`config.mk`:
```
export PLATFORM = sky130hd
export DESIGN_NAME = crossbar_nxn_reg
export DESIGN_NICKNAME = d
export VERILOG_FILES = /design/src/rtl/crossbar_nxn_reg.sv
export SDC_FILE = /design/constraint.sdc
export NUM_CORES = 1
export LEC_CHECK = 0
export ABC_AREA = 1
export BUFFER_PORTS_ARGS = -buffer_cell sky130_fd_sc_hd__buf_2
export CAP_MARGIN = 25
export CORE_MARGIN = 10
export CORE_UTILIZATION = 40
export CTS_BUF_LIST = sky130_fd_sc_hd__clkbuf_16
export CTS_CLUSTER_DIAMETER = 60
export DETAILED_ROUTE_END_ITERATION = 10
export GPL_TIMING_DRIVEN = 0
export HOLD_SLACK_MARGIN = 0.06
export PLACE_DENSITY = 0.71
export SLEW_MARGIN = 20
export SYNTH_ARGS = -nofsm -noshare
export SYNTH_HDL_FRONTEND = slang
export SYNTH_SLANG_ARGS = --single-unit
```
`constraint.sdc`:
```
create_clock -name clk -period 3.05 [get_ports clk]
set_input_delay 0.305 -clock clk [delete_from_list [all_inputs] [get_ports clk]]
set_output_delay 0.305 -clock clk [all_outputs]
set_load 0.02 [all_outputs]
```
`src/rtl/crossbar_nxn_reg.sv`:
```
// crossbar_nxn_reg: NxN crossbar with per-output round-robin arbitration and registered outputs.
// Define XBAR_FIXED_PRIO_EN to use fixed lowest-index priority instead of round-robin.
module crossbar_nxn_reg #(
  parameter  int WIDTH = 4,
  parameter  int PORTS = 4,
  localparam int SEL_W = $clog2(PORTS)
) (
  input  logic                   clk,
  input  logic                   rst,
  input  logic [PORTS*WIDTH-1:0] in_data,
  input  logic [PORTS-1:0]       in_valid,
  output logic [PORTS-1:0]       in_ready,
  input  logic                   cfg_we,
  input  logic [SEL_W-1:0]       cfg_port,
  input  logic [SEL_W-1:0]       cfg_dest,
  output logic [PORTS*WIDTH-1:0] out_data,
  output logic [PORTS-1:0]       out_valid,
  input  logic [PORTS-1:0]       out_ready
);

  localparam logic [SEL_W:0] PORTS_L = (SEL_W+1)'(PORTS);
  localparam logic [SEL_W-1:0] LAST = SEL_W'(PORTS-1);

  logic [SEL_W-1:0] dest     [PORTS];
  logic [PORTS-1:0] req      [PORTS];
  logic [SEL_W-1:0] gnt_idx  [PORTS];
  logic [WIDTH-1:0] load_data[PORTS];
  logic [PORTS-1:0] gnt_vld;
  logic [PORTS-1:0] can_load;
  logic             cfg_ok;

  assign cfg_ok = cfg_we
               && ({1'b0, cfg_port} < PORTS_L)
               && ({1'b0, cfg_dest} < PORTS_L);

  // destination table; identity after reset
  always_ff @(posedge clk or posedge rst) begin
    if (rst) begin
      for (int i = 0; i < PORTS; i++)
        dest[i] <= SEL_W'(i);
    end else if (cfg_ok) begin
      dest[cfg_port] <= cfg_dest;
    end
  end

  // request matrix: req[o][i] when input i targets output o
  always_comb begin
    for (int o = 0; o < PORTS; o++) begin
      req[o] = '0;
      for (int i = 0; i < PORTS; i++)
        req[o][i] = in_valid[i] && (dest[i] == SEL_W'(o));
    end
  end

  // an output may take a new word when empty or draining now
  assign can_load = ~out_valid | out_ready;

`ifdef XBAR_FIXED_PRIO_EN

  // fixed priority: lowest requesting index wins
  always_comb begin
    for (int o = 0; o < PORTS; o++) begin
      gnt_vld[o] = 1'b0;
      gnt_idx[o] = '0;
      for (int i = 0; i < PORTS; i++) begin
        if (!gnt_vld[o] && req[o][i]) begin
          gnt_vld[o] = 1'b1;
          gnt_idx[o] = SEL_W'(i);
        end
      end
    end
  end

`else

  logic [SEL_W-1:0] rr    [PORTS];
  logic [SEL_W-1:0] nxt_rr[PORTS];

  // round-robin: first requester at or after rr[o], wrapping
  always_comb begin
    int c;
    c = 0;
    for (int o = 0; o < PORTS; o++) begin
      gnt_vld[o] = 1'b0;
      gnt_idx[o] = '0;
      for (int k = 0; k < PORTS; k++) begin
        c = int'(rr[o]) + k;
        if (c >= PORTS)
          c = c - PORTS;
        if (!gnt_vld[o] && req[o][c]) begin
          gnt_vld[o] = 1'b1;
          gnt_idx[o] = SEL_W'(c);
        end
      end
    end
  end

  // pointer moves just past the winner
  always_comb begin
    for (int o = 0; o < PORTS; o++)
      nxt_rr[o] = (gnt_idx[o] == LAST) ? '0 : gnt_idx[o] + 1'b1;
  end

  // pointer advances only when a grant actually loads
  always_ff @(posedge clk or posedge rst) begin
    if (rst) begin
      for (int o = 0; o < PORTS; o++)
        rr[o] <= '0;
    end else begin
      for (int o = 0; o < PORTS; o++)
        if (can_load[o] && gnt_vld[o])
          rr[o] <= nxt_rr[o];
    end
  end

`endif

  // handshake back to winners whose output can take the word
  always_comb begin
    in_ready = '0;
    for (int o = 0; o < PORTS; o++)
      if (gnt_vld[o] && can_load[o])
        in_ready[gnt_idx[o]] = 1'b1;
  end

  // steer the winning word to each output
  always_comb begin
    for (int o = 0; o < PORTS; o++)
      load_data[o] = in_data[int'(gnt_idx[o])*WIDTH +: WIDTH];
  end

  // one-deep output registers; hold under backpressure
  always_ff @(posedge clk or posedge rst) begin
    if (rst) begin
      out_data  <= '0;
      out_valid <= '0;
    end else begin
      for (int o = 0; o < PORTS; o++) begin
        if (can_load[o]) begin
          if (gnt_vld[o]) begin
            out_data[o*WIDTH +: WIDTH] <= load_data[o];
            out_valid[o]               <= 1'b1;
          end else begin
            out_valid[o] <= 1'b0;
          end
        end
      end
    end
  end

endmodule

```
## Yosys cells after proc, flatten, opt, wreduce, memory -nomap -nowiden

Cells that the tools add are included.

| cells by class | value |
|---|---|
| add/subtract/negate cells | 32 |
| order comparisons | 42 |
| equality and inequality tests | 16 |
| shifts and indexed selects | 4 |
| multiplexer cells | 119 |
| bitwise logic cells | 6 |
| reductions and logical operators | 57 |

Operators with widths:

| kind | count |
|---|---|
| $lt 32x4->1 const B | 16 |
| $mux 32 | 16 |
| $shiftx 16x5->4 | 4 |
| $mux 1 | 56 |
| $sub 3x3->4 const B | 12 |
| $mux 2 | 21 |
| $ge 3x3->1 const B | 13 |
| $logic_and 1x1->1 | 37 |
| $bmux 1 s2 | 16 |
| $add 2x2->3 const B | 8 |
| $eq 2x2->1 const B | 12 |
| $mux 4 | 4 |
| $or 4x4->4 | 4 |
| $sub 2x3->4 const B | 4 |
| $add 2x1->3 const B | 4 |
| $ge 2x3->1 const B | 4 |
| $logic_not 1->1 | 12 |
| $lt 2x3->1 const B | 4 |
| $add 2x1->2 const B | 4 |
| $bwmux 8 | 1 |
| $demux 1 s2 | 4 |
| $eq 2x1->1 const B | 4 |
| $ge 2x1->1 const B | 4 |
| $logic_not 2->1 | 4 |
| other kinds (5) | 8 |

| storage, ports and cells | value |
|---|---|
| register bits | 36 |
| bits of input ports | 31 |
| word-level logic and storage cells | 292 |

## Depth between registers and ports, before layout

Gate-level depths: netlist (run 1).

| depth | value |
|---|---|
| depth in word-level cells | 26 |
| depth in mapped cells | 18 |

## Least setup slack after synthesis (run 1)

Ideal clock, no wire load.

| timing | value |
|---|---|
| path kind | register to output |
| start point | register dest[1] in the netlist's numbering |
| end point | output port in_ready[0] |
| data arrival time | 1976 ps |
| required time | 2745 ps |
| setup slack | 769 ps |
| stages on the path, launching flop included | 16 |
| buffers on the path | 1 |
| path through | dfstp_2 > nand2_1 > nor2_1 > nand2_1 > nand3_1 > nand2_2 > nand2_2 > nand2_2 > nor2_2 > nand2_4 > nand2_2 > buf_6 > inv_1 > ha_1 > nand2_1 > nand4_1 |

| on the way | value |
|---|---|
| longest elaborated chain between the ends | 26 |
| elaborated cells between the ends (all ways) | 143 |

Ends and longest elaborated chain:

| element | line | text |
|---|---|---|
| start, declared | 24 | `logic [SEL_W-1:0] dest [PORTS];` |
| start signal, assigned by index | 40 | `dest[i] <= SEL_W'(i);` |
| start signal, assigned by index | 42 | `dest[cfg_port] <= cfg_dest;` |
| $logic_not 2->1 | 51 | `req[o][i] = in_valid[i] && (dest[i] == SEL_W'(o));` |
| $logic_and 1x1->1 | 51 |  |
| $bmux 1 s2 | 90 | `if (!gnt_vld[o] && req[o][c]) begin` |
| $mux 1 (implied by the code) (2 in a row) | 90 |  |
| $mux 1 | 90 |  |
| $logic_not 1->1 | 90 |  |
| $logic_and 1x1->1 | 90 |  |
| $mux 1 | 90 |  |
| [... 9 more ...] | n/a |  |
| $demux 1 s2 | 123 | `in_ready[gnt_idx[o]] = 1'b1;` |
| $mux 4 | 122 | `if (gnt_vld[o] && can_load[o])` |
| $or 4x4->4 (no source line) | n/a |  |
| $mux 4 | 122 |  |
| $or 4x4->4 (no source line) | n/a |  |
| $mux 4 | 122 |  |
| $or 4x4->4 (no source line) | n/a |  |
| $mux 4 * | 122 |  |
| end, declared | 12 | `output logic [PORTS-1:0] in_ready,` |

Mark *: on every way between the ends. The rest lies on a longest branch, timed or not. The select of a mux whose other input is x is not followed.

## Worst setup path in the final report (run 1)

| timing | value |
|---|---|
| start point | register dest[1] in the netlist's numbering |
| end point | output port in_ready[2] |

Same word-level chain as after synthesis.

==> results of run 1 <==
-- critical path: cells and delay by family, from the launching register on --
family | cells | cell delay, ps
buf+inv | 3 | 400
fa+ha+maj | 1 | 190
flops | 1 | 620
simple gates | 10 | 1140
-- how the worst max path moves through the flow --
stage / slack, ps / end / cells after the start
finish: 120 / in_ready[2] / 14
floorplan: 770 / in_ready[0] / 15
CTS: 90 / in_ready[2] / 16
detailed placement: 400 / in_ready[2] / 16
global route: -30 / in_ready[2] / 16
global placement: 450 / in_ready[0] / 14
-- layout make-up --
class / instances / area [µm²] / share of cell area
buffer: 13 / 115 / 0.0276
clock buffer: 5 / 125 / 0.0300
clock inverter: 3 / 46.3 / 0.0111
inverter: 55 / 211 / 0.0507
multi-input combinational: 452 / 2320 / 0.558
sequential: 36 / 906 / 0.217
tap: 108 / 135 / 0.0324
timing repair buffer: 56 / 305 / 0.0732
-- state kept, by name (all words and copies together) (netlist names) --
name       count
out_valid      4
out_data      16
rr             8
dest           8
-- routing by layer --
layer  vias up  global-route usage
met4         0              0.0526
met5         -                   0
met3        14              0.0289
met1      1785               0.190
li1       1939                   -
met2       124               0.260
-- per-stage QoR --
stage	TNS, ps	hold WS [ps]
2_1_floorplan	0	459
3_3_place_gp	0	460
3_5_place_dp	0	235
4_1_cts	0	280
5_1_grt	-29.3	296
6_report	0	275
-- cells by family (layout without fill, tap and decap cells) --
group	after synthesis	in the layout
and+or+nand+nor	413	413
xor gates and xnor gates	1	1
DFF	36	36
buffers and inverters	68	132
AOI/OAI and AO/OA	22	22
adders and majority gates	16	16
-- layout by cell type, fill, tap and decap left out, types with 5 or more instances in the layout --
master     instances
nand2_1          222
inv_2             13
nor2_2             5
nor2_1             8
nand2_2           19
buf_2             54
dfrtp_1           32
buf_4              7
inv_1             40
nand3_1          118
ha_1              16
nand4_1           14
nand2_4            9
o21ai_0           18
buf_6              6
nand3_2            7
clkbuf_16          5
-- timing repair --
action                                 4_1_cts  5_1_grt
resized for setup                            0       11
endpoints found under the hold margin        8        0
hold buffers                                 1        0
setup buffers                                0        2
setup endpoints to repair                    0        4
==> flow_metrics.env, run 1 <==
export IMPL_grt_pass1_vias=3632
export IMPL_hold_violations=0
export IMPL_yosys_warnings=0
export IMPL_setup_violations=0
export IMPL_drive_above_1_share=0.237
export IMPL_fin_area_um2=4170
export IMPL_wl_met2_mm=5.00
export IMPL_rsz0062_at_grt="true"
export IMPL_hpwlAfterDp_mm=7.74
export IMPL_yosysTopAreaCell="nand2_1"
export IMPL_synth_compound_area_frac=0.0377
export IMPL_synth_fa_ha_area_frac=0.0569
export IMPL_syn_cell_area_um2=3520
export IMPL_wire_per_inst_um=13.8
export IMPL_first_pass_iters=6
export IMPL_placedInstanceArea_um2=3930
export IMPL_stdcell_count=728
export IMPL_synth_edf_count=0
export IMPL_r2r_slack_ps=830
export IMPL_r2r_start="dest[1]$_DFFE_PP1P_"
export IMPL_drtIter0Drc=310
export IMPL_cp_end_kind="primary output"
export IMPL_h_tree_depth=2
export IMPL_yosys_top_cells_count="nand2_1 (226), nand3_1 (119), inv_1 (41), dfrtp_1 (32), o21ai_0 (18)"
export IMPL_critPathMaxStageDelay_ps=620
export IMPL_synthXorXnorAreaFrac=0.00249
export IMPL_drc=0
export IMPL_io_buffers=52
export IMPL_cts_tree="done"
export IMPL_netlist_area_leader_share=0.241
export IMPL_max_slew_margin=0.773
export IMPL_fillCellCount=872
export IMPL_dp_cells=717
export IMPL_synth_area_leaders="nand2_1 (24%), dfrtp_1 (23%), nand3_1 (17%)"
export IMPL_hold_path_depth=4
export IMPL_cts_buffers=5
export IMPL_routed_top_layer="met4"
export IMPL_drt_total_wl_mm=10.1
export IMPL_reg2reg_depth=12
export IMPL_clk_pin_slew_worst_paths_ps=60
export IMPL_clkSinkCount=36
export IMPL_via_count=3862
export IMPL_utilization=0.483
export IMPL_grt_max_degree=29
export IMPL_hold_start="out_ready[1]"
export IMPL_wl_met1_mm=4.31
export IMPL_grt_pass1_wl_mm=16.6
export IMPL_tightest_slew_ps=341
export IMPL_cap_violations=0
export IMPL_dieHeight_um=114
export IMPL_synth_flop_cell="dfrtp_1"
export IMPL_syn_to_final_growth_pct=18.5
export IMPL_clk_path_buf_depth=2
export IMPL_ys_seq_area_frac=0.258
export IMPL_synth_area_per_cell_um2=6.33
export IMPL_holdPathEnd="out_valid[1]$_DFFE_PP0N_"
export IMPL_initial_utilization=0.407
export IMPL_setup_ws_ps=116
export IMPL_crit_path_start="dest[1]$_DFFE_PP1P_"
export IMPL_dieArea_um2=12900
export IMPL_grt_antenna_before_repair=0
export IMPL_core_um2=8640
export IMPL_synth_cells=556
export IMPL_grt_ovfl_total=0
export IMPL_path_common_cell="nand2_1"
export IMPL_ys_ff_latch=36
export IMPL_synth_top_family_by_area="simple AND/OR/NAND/NOR gates"
export IMPL_status="finished, final reports clean"
export IMPL_critPathArrivalTime_ps=2630
export IMPL_worstPathCellList="nand3_1 -> nand2_1 -> nand3_1 -> nand2_2 -> nor2_1 -> nand2_1 -> nand3_4 -> nand2_2 -> buf_6 -> inv_1 -> ha_1 -> nand2_1 -> nand4_1 -> buf_2"
export IMPL_pre_cts_ws_ps=404
export IMPL_antenna_left=0
export IMPL_r2r_end="rr[1]$_DFFE_PP0P_"
export IMPL_hold_path_class="primary input to flip-flop"
export IMPL_synth_most_common_cell="nand2_1"
export IMPL_finalCriticalPeriod_ps=2930
export IMPL_max_freq_mhz=341
export IMPL_vias_per_cell=5.30
export IMPL_clk_insertion_delay_late_ps=290
export IMPL_ys_types=27
export IMPL_cts_root_buf="clkbuf_16"
export IMPL_gp_congestion=0.930
export IMPL_crit_required_ps=2740
export IMPL_ios=55
export IMPL_row_count=34
export IMPL_die_w_um=114
export IMPL_syn_nets=603
export IMPL_cp_start_kind="flip-flop"
export IMPL_cp_slowest_cell="dfstp_2"
export IMPL_grt_total_usage=0.153
export IMPL_min_period_over_period=0.962
export IMPL_path_class="flip-flop to primary output"
export IMPL_wl_met3_um=600
export IMPL_yosys_mux_area_fraction=0
export IMPL_synth_simple_area_share=0.552
export IMPL_skew_ps=2.36
export IMPL_synth_async_reset_ratio=1.00
export IMPL_cp_max_fo=11
export IMPL_num_nets_final=666
export IMPL_diodes=0
export IMPL_drv_slew=0
Power of run 1 is not shown: default switching activity piles up to over one toggle a cycle in this logic, so the estimate is an artifact.
==> run 2: changes to the inputs <==
- CTS_CLUSTER_SIZE: default -> 10
- HOLD_SLACK_MARGIN: 0.06 -> default
- clock period: 3.05 -> 3.56 ns (I/O delays scaled with it)
==> run 2 against run 1 <==
First-iteration DRC count is 20% lower. Flip-flop and latch count stayed put. Global-route usage stayed put. Utilization is 0.64 points lower. Setup slack better by 420 ps. Sequential share of layout area is 0.29 points higher. Worst hold slack better by 47 ps. Critical path depth is 2 higher. Final cell count is 0.27% lower. Die area stayed put. Critical endpoint unchanged.
==> flow_metrics.env, run 2 (synthesis results as in run 1) <==
export IMPL_status="finished, final reports clean"
export IMPL_dieHeight_um=114
export IMPL_crit_path_start="dest[0]$_DFFE_PP1P_"
export IMPL_crit_required_ps=3200
export IMPL_final_cell_mix="nand2_1 (226), nand3_1 (119), buf_2 (54)"
export IMPL_h_tree_depth=2
export IMPL_dieArea_um2=12900
export IMPL_drtIter0Drc=247
export IMPL_cts_tree="done"
export IMPL_cts_hold_buf=1
export IMPL_core_um2=8640
export IMPL_drt_total_wl_mm=9.97
export IMPL_drv_slew=0
export IMPL_reg_top3="out_data: 16 flops, dest: 8 flops, rr: 8 flops"
export IMPL_row_count=34
export IMPL_grt_ovfl_total=0
export IMPL_drive_above_1_share=0.223
export IMPL_largest_register="out_data"
export IMPL_largest_register_ff_count=16
export IMPL_io_buffers=52
export IMPL_path_class="flip-flop to primary output"
export IMPL_fin_area_um2=4110
export IMPL_gp_congestion=0.930
export IMPL_placedInstanceArea_um2=3930
export IMPL_grt_antenna_before_repair=0
export IMPL_cp_end_kind="primary output"
export IMPL_first_pass_iters=5
export IMPL_r2r_start="dest[0]$_DFFE_PP1P_"
export IMPL_grt_pass1_vias=3632
export IMPL_pre_cts_ws_ps=863
export IMPL_clk_pin_slew_worst_paths_ps=60
export IMPL_clk_path_buf_depth=2
export IMPL_critPathArrivalTime_ps=2670
export IMPL_cp_start_kind="flip-flop"
export IMPL_rsz0062_at_grt="false"
export IMPL_setup_violations=0
export IMPL_clkSinkCount=36
export IMPL_hpwlAfterDp_mm=7.74
export IMPL_grt_pass1_wl_mm=16.6
export IMPL_clk_insertion_delay_late_ps=290
export IMPL_setup_ws_ps=534
export IMPL_vias_per_cell=5.33
export IMPL_hold_start="out_ready[0]"
export IMPL_min_period_over_period=0.850
export IMPL_finalCriticalPeriod_ps=3030
export IMPL_via_count=3871
export IMPL_max_slew_margin=0.770
export IMPL_ios=55
export IMPL_antenna_left=0
export IMPL_wire_per_inst_um=13.7
export IMPL_initial_utilization=0.407
export IMPL_cts_buffers=5
export IMPL_grt_total_usage=0.153
export IMPL_hold_violations=0
export IMPL_die_w_um=114
export IMPL_cts_resized=0
export IMPL_final_common_cell="nand2_1"
export IMPL_syn_to_final_growth_pct=17.0
export IMPL_max_freq_mhz=331
export IMPL_tightest_slew_ps=344
export IMPL_drc=0
export IMPL_setup_tns_ps=0
export IMPL_cap_violations=0
export IMPL_hold_path_class="primary input to flip-flop"
export IMPL_skew_ps=2.98
export IMPL_cts_setup_buffers=0
export IMPL_diodes=0
export IMPL_grt_max_degree=29
export IMPL_cts_root_buf="clkbuf_16"
export IMPL_cp_max_fo=11
export IMPL_num_nets_final=664
## run 2: stage by stage
| stage | hold slack (ps) | instances | utilization |
|---|---|---|---|
| floorplan | 490 | 556 | - |
| global placement | 460 | 716 | 0.453 |
| detailed placement | 286 | 717 | 0.455 |
| CTS | 331 | 726 | 0.476 |
| global route | 347 | 726 | 0.476 |
| finish | 322 | 726 | 0.476 |
## run 2: worst max-delay path, cell delays in order, from the launching register on
cell	delay [ps]
dfstp_2	600
nand2_1	70
nor2_1	120
nand2_1	110
nand3_1	100
nand2_2	100
nand2_2	90
nand2_2	70
nor2_2	100
nand2_2	160
nand2_2	110
buf_6	150
inv_1	70
ha_1	190
nand2_1	70
nand4_1	110
buf_2	180
## run 2: final cells by class
type,instances,area (µm²)
plain buffers,13,115
repair buffers,54,290
clock inverters,3,46.3
clock buffers,5,125
inverters,55,211
multi-input cells,452,2280
fillers,869,4520
flip-flops and latches,36,906
well taps,108,135
## run 2: per-layer routing
metal,global-route usage,share of wire
met1,0.190,0.43
met2,0.260,0.49
met3,0.0289,0.065
met4,0.0526,0.019
met5,0,0
## run 2: worst paths after layout
kind                                       endpoint  slack, ps  cells after the start
min in group asynchronous   out_data[3]$_DFFE_PP0P_        530                      3
max in group asynchronous       dest[4]$_DFFE_PP1P_       2550                      4
hold / removal             out_valid[0]$_DFFE_PP0N_        320                      4
setup reg to reg                  rr[5]$_DFFE_PP0N_       1310                     14
hold reg to reg            out_data[15]$_DFFE_PP0P_        470                      2
setup / recovery                        in_ready[2]        530                     16
Power of run 2 is left out for the same reason.
==> run 3: changes to the inputs <==
- PLACE_DENSITY: 0.71 -> 0.73
- clock period: 3.56 -> 2.5 ns (I/O delays scaled with it)
==> run 3 against run 2 <==
The run now ends with setup timing left. Critical path depth down 3. Clock-buffer cell count unchanged. Clock skew up 5.3 ps. Non-clock buffer count up 32. Flip-flop and latch count unchanged. Sequential share of layout area down 2.9 points. Cell area up 15%. Die area unchanged. Critical path type unchanged. Highest routed layer unchanged.
==> flow_metrics.env, run 3 (synthesis results as in run 1) <==
export IMPL_status="finished, violations left"
export IMPL_violations="setup timing"
export IMPL_crit_required_ps=2250
export IMPL_cts_buffers=5
export IMPL_syn_to_final_growth_pct=34.8
export IMPL_endpoint="in_ready[0]"
export IMPL_largest_register_ff_count=16
export IMPL_die_w_um=114
export IMPL_rsz0062_at_grt="true"
export IMPL_gp_congestion=0.921
export IMPL_tightest_slew_ps=300
export IMPL_hold_violations=0
export IMPL_grt_pass1_vias=3959
export IMPL_hpwlAfterDp_mm=8.02
export IMPL_hold_path_class="primary input to flip-flop"
export IMPL_clkSinkCount=36
export IMPL_grt_max_degree=26
export IMPL_path_class="flip-flop to primary output"
export IMPL_clk_pin_slew_worst_paths_ps=70
export IMPL_row_count=34
export IMPL_crit_path_start="dest[3]$_DFFE_PP1P_"
export IMPL_max_freq_mhz=375
export IMPL_diodes=0
export IMPL_fin_area_um2=4740
export IMPL_setup_ws_ps=-163
export IMPL_skew_ps=8.32
export IMPL_cts_root_buf="clkbuf_16"
export IMPL_cp_end_kind="primary output"
export IMPL_drc=0
export IMPL_clk_path_buf_depth=2
export IMPL_num_nets_final=696
export IMPL_first_pass_iters=5
export IMPL_via_count=4134
export IMPL_grt_pass1_wl_mm=18.2
export IMPL_core_um2=8640
export IMPL_grt_antenna_before_repair=0
export IMPL_wire_per_inst_um=15.4
export IMPL_dieHeight_um=114
export IMPL_cap_violations=0
export IMPL_dieArea_um2=12900
export IMPL_clk_insertion_delay_late_ps=290
export IMPL_antenna_left=0
export IMPL_min_period_over_period=1.07
export IMPL_finalCriticalPeriod_ps=2660
export IMPL_fillCellCount=838
export IMPL_r2r_slack_ps=270
export IMPL_critPathArrivalTime_ps=2410
export IMPL_r2r_start="dest[0]$_DFFE_PP1P_"
export IMPL_grt_total_usage=0.167
export IMPL_r2r_end="out_data[11]$_DFFE_PP0P_"
export IMPL_largest_register="out_data"
export IMPL_vias_per_cell=5.45
export IMPL_cp_start_kind="flip-flop"
export IMPL_placedInstanceArea_um2=3930
export IMPL_cts_tree="done"
export IMPL_cp_max_fo=6
export IMPL_final_common_cell="nand2_1"
export IMPL_max_slew_margin=0.800
export IMPL_drtIter0Drc=273
export IMPL_reg_top3="out_data: 16 flops, dest: 8 flops, rr: 8 flops"
export IMPL_setup_violations=4
export IMPL_grt_ovfl_total=0
export IMPL_initial_utilization=0.407
export IMPL_h_tree_depth=2
export IMPL_io_buffers=52
export IMPL_drive_above_1_share=0.354
export IMPL_drv_slew=0
export IMPL_ios=55
export IMPL_drt_total_wl_mm=11.7
export IMPL_reg2reg_depth=17
export IMPL_utilization=0.549
export IMPL_final_cell_mix="nand2_1 (197), nand3_1 (106), buf_2 (50)"
run 3: cell count changes in the layout (fill, tap and decap cells not counted), sizes merged:
cell  delta
buf     +32
run 3: worst min path at each step:
stage	slack (ps)	endpoint	cells past startpoint	startpoint
6_report	220	out_valid[3]$_DFFE_PP0N_	4	out_ready[3]
5_1_grt	240	out_valid[3]$_DFFE_PP0N_	4	out_ready[3]
4_1_cts	220	out_valid[3]$_DFFE_PP0N_	4	out_ready[3]
3_5_place_dp	210	rr[6]$_DFFE_PP0P_	2	rst
3_3_place_gp	460	out_data[12]$_DFFE_PP0P_	2	out_data[12]$_DFFE_PP0P_
2_1_floorplan	400	dest[0]$_DFFE_PP1P_	2	cfg_dest[0]
run 3: cell type report:
type / count / area (µm²) / area share
Inverter: 55 / 214 / 0.0451
Sequential cell: 36 / 908 / 0.192
Clock buffer: 5 / 125 / 0.0264
Timing Repair Buffer: 90 / 604 / 0.127
Multi-Input combinational cell: 452 / 2640 / 0.556
Clock inverter: 3 / 46.3 / 0.00976
Buffer: 9 / 70.1 / 0.0148
Tap cell: 108 / 135 / 0.0285
run 3: per-layer routing:
metal / global-route usage / share of wire
met1: 0.204 / 0.42
met2: 0.291 / 0.51
met3: 0.0252 / 0.058
met4: 0.0560 / 0.016
met5: 0 / 0
run 3: worst max-delay path, stage by stage, from the launching register on:
cell and delay (ps):
dfstp_2 600, buf_6 130, nand4_1 130, nand3_2 100
nand2_2 70, buf_4 140, nand3b_1 120, nand3_2 110
nand2_4 120, inv_2 80, ha_2 170, nand2_1 70
nand4_1 120, buf_6 160
run 3: what timing repair did:
item,4_1_cts,5_1_grt
hold buffers,1,0
hold endpoints to repair,7,0
buffers inserted,23,13
endpoints found under the setup margin,4,4
pin swaps,23,36
gates resized for setup,53,53
run 3: through the flow:
step                cells  TNS, ps  setup slack [ps]  hold slack (ps)
floorplan             556        0               274              404
global placement      716    -50.6             -33.3              460
detailed placement    717     -142             -62.7              215
CTS                   748     -668              -186              221
global route          758    -1160              -311              237
finish                758     -630              -163              218
Power of run 3 is left out for the same reason.
